===== src/rtl/feistel_input_fifo_if.sv =====
// Block transfer bus between the upstream block source / round core and the
// Feistel input FIFO. The master side supplies blocks and core status; the
// slave side (the FIFO) returns ready, the split halves and the start pulse.
interface feistel_input_fifo_if #(
  parameter int BLOCK_W = 64
);
  localparam int HALF = BLOCK_W / 2;

  // Upstream block handshake
  logic               in_valid;
  logic               in_ready;
  logic [BLOCK_W-1:0] in_data;
  logic               in_decrypt;

  // Round core side
  logic               core_busy;
  logic [HALF-1:0]    left_out;
  logic [HALF-1:0]    right_out;
  logic               mode_out;
  logic               trigger;

  modport master (
    output in_valid, in_data, in_decrypt, core_busy,
    input  in_ready, left_out, right_out, mode_out, trigger
  );

  modport slave (
    input  in_valid, in_data, in_decrypt, core_busy,
    output in_ready, left_out, right_out, mode_out, trigger
  );
endinterface


===== src/rtl/feistel_input_fifo.sv =====
// Buffered front end of the Feistel datapath. Blocks enter a DEPTH-entry FIFO
// over a valid/ready handshake; the head block is split into halves, tagged
// with its encrypt/decrypt mode and handed to the round core with a one-cycle
// trigger. A small dispatcher waits for the core to acknowledge (busy rising)
// and to finish (busy falling), so only one block is ever in flight. A core
// that never acknowledges sets a sticky ack_err and its block is dropped.
module feistel_input_fifo #(
  parameter int BLOCK_W = 64,
  parameter int DEPTH   = 4,
  parameter int ACK_TO  = 4
) (
  input  logic                         clk,
  input  logic                         rst,
  input  logic                         flush,
  feistel_input_fifo_if.slave          bus,
  output logic [$clog2(DEPTH+1)-1:0]   count,
  output logic                         ack_err
);

  localparam int HALF  = BLOCK_W / 2;
  localparam int PTR_W = (DEPTH > 1) ? $clog2(DEPTH) : 1;
  localparam int CNT_W = $clog2(DEPTH + 1);
  localparam int ACK_W = $clog2(ACK_TO + 1);

  typedef enum logic [1:0] {
    IDLE      = 2'd0,
    WAIT_ACK  = 2'd1,
    WAIT_DONE = 2'd2
  } state_t;

  // Each entry stores {decrypt, data} so the mode travels with its block.
  logic [BLOCK_W:0] mem [DEPTH];
  logic [PTR_W-1:0] wr_ptr;
  logic [PTR_W-1:0] rd_ptr;
  logic [BLOCK_W:0] head;

  state_t           state;
  logic [ACK_W-1:0] ack_cnt;

  logic             push;
  logic             pop;

  // Ready depends on occupancy only: a full FIFO refuses a block even when the
  // head is leaving in the same cycle, which keeps in_ready off the core path.
  assign bus.in_ready = (count < CNT_W'(DEPTH));

  // A flush discards both the incoming block and any dispatch this cycle.
  assign push = bus.in_valid & bus.in_ready & ~flush;
  assign pop  = (state == IDLE) & (count != '0) & ~bus.core_busy & ~flush;

  assign head = mem[rd_ptr];

  // Storage array: written on push, read combinationally at the head.
  // NOTE: the data array has no reset; occupancy is tracked by count and the
  // pointers, so stale contents are never observed and the array can map to
  // plain registers or RAM without a reset network.
  always_ff @(posedge clk) begin
    if (push) begin
      mem[wr_ptr] <= {bus.in_decrypt, bus.in_data};
    end
  end

  // Pointer and occupancy tracking; pointers wrap naturally because DEPTH is
  // a power of two.
  // NOTE: every sequential block uses non-blocking assignments so that all
  // registers update together from the values present before the edge.
  always_ff @(posedge clk or posedge rst) begin
    if (rst) begin
      wr_ptr <= '0;
      rd_ptr <= '0;
      count  <= '0;
    end else if (flush) begin
      wr_ptr <= '0;
      rd_ptr <= '0;
      count  <= '0;
    end else begin
      if (push) begin
        wr_ptr <= wr_ptr + 1'b1;
      end
      if (pop) begin
        rd_ptr <= rd_ptr + 1'b1;
      end
      case ({push, pop})
        2'b10:   count <= count + 1'b1;
        2'b01:   count <= count - 1'b1;
        default: count <= count;
      endcase
    end
  end

  // Dispatcher: pops the head into the output registers, pulses trigger, then
  // follows the core's busy handshake; left/right/mode hold between dispatches.
  always_ff @(posedge clk or posedge rst) begin
    if (rst) begin
      state         <= IDLE;
      ack_cnt       <= '0;
      ack_err       <= 1'b0;
      bus.trigger   <= 1'b0;
      bus.left_out  <= '0;
      bus.right_out <= '0;
      bus.mode_out  <= 1'b0;
    end else begin
      // NOTE: trigger defaults low every cycle and is raised only on the
      // dispatch edge, which makes it a single-cycle pulse by construction.
      bus.trigger <= 1'b0;
      if (flush) begin
        state   <= IDLE;
        ack_cnt <= '0;
      end else begin
        case (state)
          IDLE: begin
            if (pop) begin
              bus.left_out  <= head[BLOCK_W-1:HALF];
              bus.right_out <= head[HALF-1:0];
              bus.mode_out  <= head[BLOCK_W];
              bus.trigger   <= 1'b1;
              ack_cnt       <= '0;
              state         <= WAIT_ACK;
            end
          end
          WAIT_ACK: begin
            if (bus.core_busy) begin
              state <= WAIT_DONE;
            end else if (ack_cnt == ACK_W'(ACK_TO - 1)) begin
              // The core missed the start pulse: flag it and move on.
              ack_err <= 1'b1;
              state   <= IDLE;
            end else begin
              ack_cnt <= ack_cnt + 1'b1;
            end
          end
          WAIT_DONE: begin
            if (!bus.core_busy) begin
              state <= IDLE;
            end
          end
          default: state <= IDLE;
        endcase
      end
    end
  end

endmodule


===== src/flat_wrapper.sv =====
// flat-port wrapper written by rule: the top's interface ports become plain ports
module feistel_input_fifo_flat 
#(
  parameter int BLOCK_W = 64,
  parameter int DEPTH   = 4,
  parameter int ACK_TO  = 4
)
  (clk, rst, flush, count, ack_err, bus_in_valid, bus_in_data, bus_in_decrypt, bus_core_busy, bus_in_ready, bus_left_out, bus_right_out, bus_mode_out, bus_trigger);
  feistel_input_fifo_if #(.BLOCK_W(BLOCK_W)) bus_i ();
  input  logic clk;
  input  logic rst;
  input  logic flush;
  output logic [$clog2(DEPTH+1)-1:0] count;
  output logic ack_err;
  input wire logic [$bits(bus_i.in_valid)-1:0] bus_in_valid;
  input wire logic [$bits(bus_i.in_data)-1:0] bus_in_data;
  input wire logic [$bits(bus_i.in_decrypt)-1:0] bus_in_decrypt;
  input wire logic [$bits(bus_i.core_busy)-1:0] bus_core_busy;
  output wire logic [$bits(bus_i.in_ready)-1:0] bus_in_ready;
  output wire logic [$bits(bus_i.left_out)-1:0] bus_left_out;
  output wire logic [$bits(bus_i.right_out)-1:0] bus_right_out;
  output wire logic [$bits(bus_i.mode_out)-1:0] bus_mode_out;
  output wire logic [$bits(bus_i.trigger)-1:0] bus_trigger;
  assign bus_i.in_valid = bus_in_valid;
  assign bus_i.in_data = bus_in_data;
  assign bus_i.in_decrypt = bus_in_decrypt;
  assign bus_i.core_busy = bus_core_busy;
  assign bus_in_ready = bus_i.in_ready;
  assign bus_left_out = bus_i.left_out;
  assign bus_right_out = bus_i.right_out;
  assign bus_mode_out = bus_i.mode_out;
  assign bus_trigger = bus_i.trigger;
  feistel_input_fifo #(.BLOCK_W(BLOCK_W), .DEPTH(DEPTH), .ACK_TO(ACK_TO)) u_core (.clk(clk), .rst(rst), .flush(flush), .bus(bus_i), .count(count), .ack_err(ack_err));
endmodule

===== config.mk =====
export PLATFORM = sky130hd
export DESIGN_NAME = feistel_input_fifo_flat
export DESIGN_NICKNAME = d
export VERILOG_FILES = /design/src/rtl/feistel_input_fifo_if.sv /design/src/rtl/feistel_input_fifo.sv /design/src/flat_wrapper.sv
export SDC_FILE = /design/constraint.sdc
export NUM_CORES = 1
export LEC_CHECK = 0
export ABC_AREA = 1
export CORE_AREA = 2 2 222 137
export CTS_BUF_LIST = sky130_fd_sc_hd__clkbuf_8
export DETAILED_ROUTE_END_ITERATION = 12
export DIE_AREA = 0 0 224 139
export HOLD_SLACK_MARGIN = 0.06
export PLACE_DENSITY_LB_ADDON = 0.15
export SYNTH_ARGS = -nofsm -noshare
export SYNTH_HDL_FRONTEND = slang
export SYNTH_SLANG_ARGS = --single-unit

===== constraint.sdc =====
create_clock -name clk -period 4.4 [get_ports clk]
set_input_delay 0.88 -clock clk [delete_from_list [all_inputs] [get_ports clk]]
set_output_delay 0.88 -clock clk [all_outputs]
set_load 0.02 [all_outputs]

======== After elaboration in Yosys (flattened, before gate mapping) ========
Memory sizes are Yosys's and may differ from the RTL's. A register that Yosys moved wholly into a read port is not among the register bits.
Index checks and enable logic that the tools add are counted.
storage, ports and cells
  memories ................................ 1
  flip-flop bits (word level) ............. 14
  word-level logic and storage cells ...... 63
  bits in writable memories ............... 260
  output and inout port bits .............. 71
memory list
  memory      words  width  rd ports  clocked after memory_dff  wr ports  line                      RTL
  u_core.mem  4      65     1         1                         1         feistel_input_fifo.sv:32  logic [BLOCK_W:0] mem [DEPTH];
cells by class
  order comparisons ....................... 1
  $add $sub $neg .......................... 5
  reductions and logical operators ........ 10
  equality and inequality tests ........... 10
  muxes and demuxes ....................... 22
  bitwise gates (word level) .............. 7
operators by type and width
  kind                 number
  $mux 2               9
  $mux 3               5
  $pmux 3 s2           2
  $ne 3x3->1 const B   3
  $reduce_bool 3->1    3
  $reduce_and 4->1     2
  $add 3x1->3 const B  2
  $pmux 2 s3           1
  $reduce_and 3->1     2
  $and 1x1->1          5
  $mux 1               5
  $add 2x1->2 const B  2
  $eq 2x1->1 const B   2
  $eq 2x2->1 const B   2
  $ne 4x3->1 const B   1
  $reduce_bool 2->1    2
  $eq 3x2->1 const B   1
  $lt 3x3->1 const B   1
  $ne 3x2->1 const B   1
  $sub 3x1->3 const B  1
  $logic_not 2->1      1
  $not 1->1            2

======== Logic depth before layout (Yosys ltp) ========
  depth in word-level cells ............... 7
  mapped depth ............................ 10
  mapped depth without buffers ............ 10

======== Least setup slack after synthesis ========
Ideal clock, no wire load.
  path kind ............................... input-to-reg
  from .................................... input port flush
  to ...................................... memory u_core.mem[0][0] (netlist name), enable pin
  arrival ................................. 3.993 ns
  slack ................................... -0.081 ns
  library setup time ...................... 0.488 ns
  cell stages on the path ................. 3
  cells stage by stage .................... nor3_1 -> inv_1 -> nor2_1
between the ends
  longest elaborated chain between the ends .. 4
RTL lines
  what                          line                      RTL
  start, declared               flat_wrapper.sv:12        input logic flush;
  $not 1->1 (no source line)    n/a
  $and 1x1->1                   feistel_input_fifo.sv:48  assign push = bus.in_valid & bus.in_ready & ~flush;
  $mux 1                        feistel_input_fifo.sv:58  if (push) begin
  $mux 1 (implied by the code)  feistel_input_fifo.sv:59  mem[wr_ptr] <= {bus.in_decrypt, bus.in_data};
  end, declared                 feistel_input_fifo.sv:32
No other way between the ends.

======== Worst setup path in the final report ========
  from .................................... input port flush
  to ...................................... memory u_core.mem[0][7] (netlist name), enable pin
Same word-level chain as after synthesis.

==> reports/metrics.csv <==
stage;metric;value;unit
clocking;cts_resized;0;
drt;drt_pass1_iterations;4;
timing;fin_crit;2730;ps
timing;relSlewSlack;31.5;%
drt;drt_iter0_markers;578;
synthesis;async_reset_ff_share;23.3;%
worst_setup_path;crit_fanout;29;
worst_setup_path;cp_top_family;buffers and inverters;
drt;vias;7958;
worst_setup_path;r2r_slack;1840;ps
worst_hold_path;holdPathStages;1;
timing;tightest_slew;1030;ps
clocking;clk-insertion-delay-late;570;ps
worst_setup_path;reg2reg_depth;6;
grt;overflow;0;
drt;wire_per_inst;18.0;um
synthesis;synth-edff-count;260;
clocking;root_buffer;clkbuf_8;
worst_hold_path;min_from;u_core.ack_err;
layout;drive_above_1_share;8.58;%
timing;finalMaxSlewViolations;0;
synthesis;synth_area_per_cell;12.8;sq um
worst_hold_path;hold_path.class;reg -> reg;
synthesis;synth_cell_type_count;26;
drt;antenna_left;0;
synthesis;ys_ff_latch;339;
clocking;post_cts_buffers;0;
job;cap_violations;0;
grt;antenna_found_initial;0;
drt;post-route-drc-count;0;
floorplan;die_w;224;um
grt;grt_max_degree;80;
layout;num-nets-final;1235;
power;power;9.38;mW
synthesis;ys.flop_type;edfxtp_1;
clocking;clock_path_buffers;3;
clocking;clock-sinks;339;
worst_setup_path;r2r-start;u_core.rd_ptr[0];
outcome;status;complete, no violations;
layout;fin_util;53.6;%
worst_setup_path;crit_path_start;flush;
timing;fin_skew;17.7;ps
worst_setup_path;cp_num_buf_inv;3;
drt;via_per_inst;5.03;
place;dp_hpwl;15900;um
layout;diodes;0;
synthesis;synth-seq-area-share;75.9;%
floorplan;die_y;139;um
layout;area_growth;21.6;%
synthesis;synth.net_count;1085;
timing;grt_setup_unrepaired;false;
power;power.leakage;5.96;nW
synthesis;ys_warn_count;0;
worst_setup_path;crit_chain;clkdlybuf4s50_1, nor3_1, inv_1, nor2_4, buf_12;
grt;grt_usage;18.3;%
clocking;cts_buffers;51;
timing;max_freq;367;MHz
layout;multi_input_area;2690;sq um
clocking;cts_tree;built;
grt;grt_pass1_vias;7967;
floorplan;core_area;29200;sq um
power;peakVddDrop;0.000293;V
worst_setup_path;end_kind;flip-flop;
drt;routed_wl;28400;um
floorplan;io_pins;141;
layout;seqCellArea;9790;sq um
floorplan;dieArea;31100;sq um
grt;grt_pass1_wl;44500;um
timing;post-route-period-util;62.0;%
synthesis;syn-cell-area;12900;sq um
layout;fillers;2502;
worst_setup_path;cp-start-kind;input port;
clocking;clk_pin_slew;60;ps
clocking;htreeDepth;2;
worst_setup_path;crit_path_top_delay_cell;nor2_4;
power;p_per_area;598;nW/um^2
worst_setup_path;path_depth;5;
worst_setup_path;cpPeakStageDelay;600;ps
place;port_buffers;140;
worst_setup_path;cp_data_arrival_time;2980;ps
worst_setup_path;criticalPathCategory;in -> reg;
clocking;cts_hold_buf;0;
place;gp_congestion;0.743;
synthesis;syn_inst;1008;
timing;hold_viol;0;
worst_setup_path;required;4650;ps
floorplan;initial_core_util;44.1;%
timing;setup_violations;0;
floorplan;fp-row-count;49;
==> cell families (layout without fill, tap and decap cells) <==
logic type               Yosys count  in the layout  share of synthesized area, %
AO/OA/AOI/OAI                    208            208                          8.77
flip-flops                       339            339                          75.9
adder cells (fa/ha/maj)            7              7                         0.737
AND/OR/NAND/NOR                  372            372                          11.1
buffers and inverters             82            274                          3.58
==> cell type report <==
cell class	instances	area share [%]
multi-input cells	587	17.2
repair buffers	153	9.96
clock inverters	30	1.07
flip-flops and latches	339	62.4
inverters	26	0.654
well taps	382	3.05
clock buffers	65	5.70
==> worst register-to-register path, cell delays in order, from the launching register on <==
cell	delay, ps
dfrtp_4	740
inv_4	680
buf_4	450
o21ai_0	130
o22ai_1	340
nand2_1	90
nand2_1	70
==> through the flow <==
step | setup TNS (ps) | setup WS, ps | std cells | cell area (sq um) | hold WS [ps]
after floorplan | -21090 | -81.1 | 1008 | 12900 | 459
after global placement | 0 | 1080 | 1487 | 14600 | 459
after detailed placement | 0 | 1030 | 1487 | 14600 | 454
after CTS | 0 | 1660 | 1582 | 15700 | 468
after global routing | 0 | 1540 | 1582 | 15700 | 475
final | 0 | 1670 | 1582 | 15700 | 466
==> power by group <==
part	total, mW	leakage [nW]	switching, mW	internal, mW
clock	2.60	0.627	1.16	1.44
combinational	2.55	1.97	1.55	0.998
sequential	4.22	3.36	0.279	3.94
==> cell usage after synthesis, types with 3 or more instances <==
| cell type | count | area share, % |
|---|---|---|
| edfxtp_1 | 260 | 61 |
| dfrtp_1 | 79 | 15 |
| inv_1 | 17 | 0.49 |
| o21ai_1 | 31 | 1.2 |
| nand3_1 | 6 | 0.23 |
| nor3_1 | 3 | 0.12 |
| buf_2 | 19 | 0.74 |
| buf_6 | 16 | 1.4 |
| clkbuf_1 | 19 | 0.55 |
| o21ai_0 | 107 | 4.2 |
| ha_1 | 6 | 0.58 |
| nor2_1 | 138 | 4.0 |
| o22ai_1 | 65 | 3.2 |
| inv_2 | 8 | 0.23 |
| nand2_1 | 221 | 6.4 |
==> worst paths after layout <==
check	endpoint
worst max register to register	u_core.bus.left_out[1]
worst min-delay path	u_core.ack_err
min in group asynchronous	u_core.bus.right_out[0]
worst min register to register	u_core.ack_err
worst max-delay path	u_core.mem[0][7]
max in group asynchronous	u_core.rd_ptr[0]
==> sequential cells by signal, summed over array words and instances (netlist names) <==
| signal | cells |
|---|---|
| u_core.bus.mode_out | 1 |
| u_core.count | 3 |
| u_core.bus.right_out | 32 |
| u_core.state | 2 |
| u_core.ack_err | 1 |
| u_core.wr_ptr | 2 |
| u_core.mem | 260 |
| u_core.rd_ptr | 2 |
| u_core.ack_cnt | 3 |
| u_core.bus.trigger | 1 |
| u_core.bus.left_out | 32 |
==> placed cells by master (no fill, tap or decap), types with 2 or more instances in the layout <==
cell type and count:
dfrtp_1 77, ha_1 6, nor2_4 5, edfxtp_1 260, inv_2 8, clkinv_1 4
buf_12 5, nor2_1 134, o21ai_1 31, clkinv_2 2, inv_1 38, o22ai_1 65
a21oi_1 2, nand2_1 221, buf_4 8, nand3_1 6, clkdlybuf4s50_1 140, o21ai_0 107
nor3_1 3, clkbuf_8 65, inv_4 2, bufinv_16 2
==> layer usage <==
layer	part of all wire (%)	wire, um	global-route usage, %	vias to the layer above
li1	-	-	-	3864
met1	50	14100	27.5	3881
met2	44	12600	27.7	179
met3	4.6	1310	3.64	34
met4	1.2	342	4.42	0
met5	0	0	0	-
Note: power is estimated with default switching activity, not from simulation.
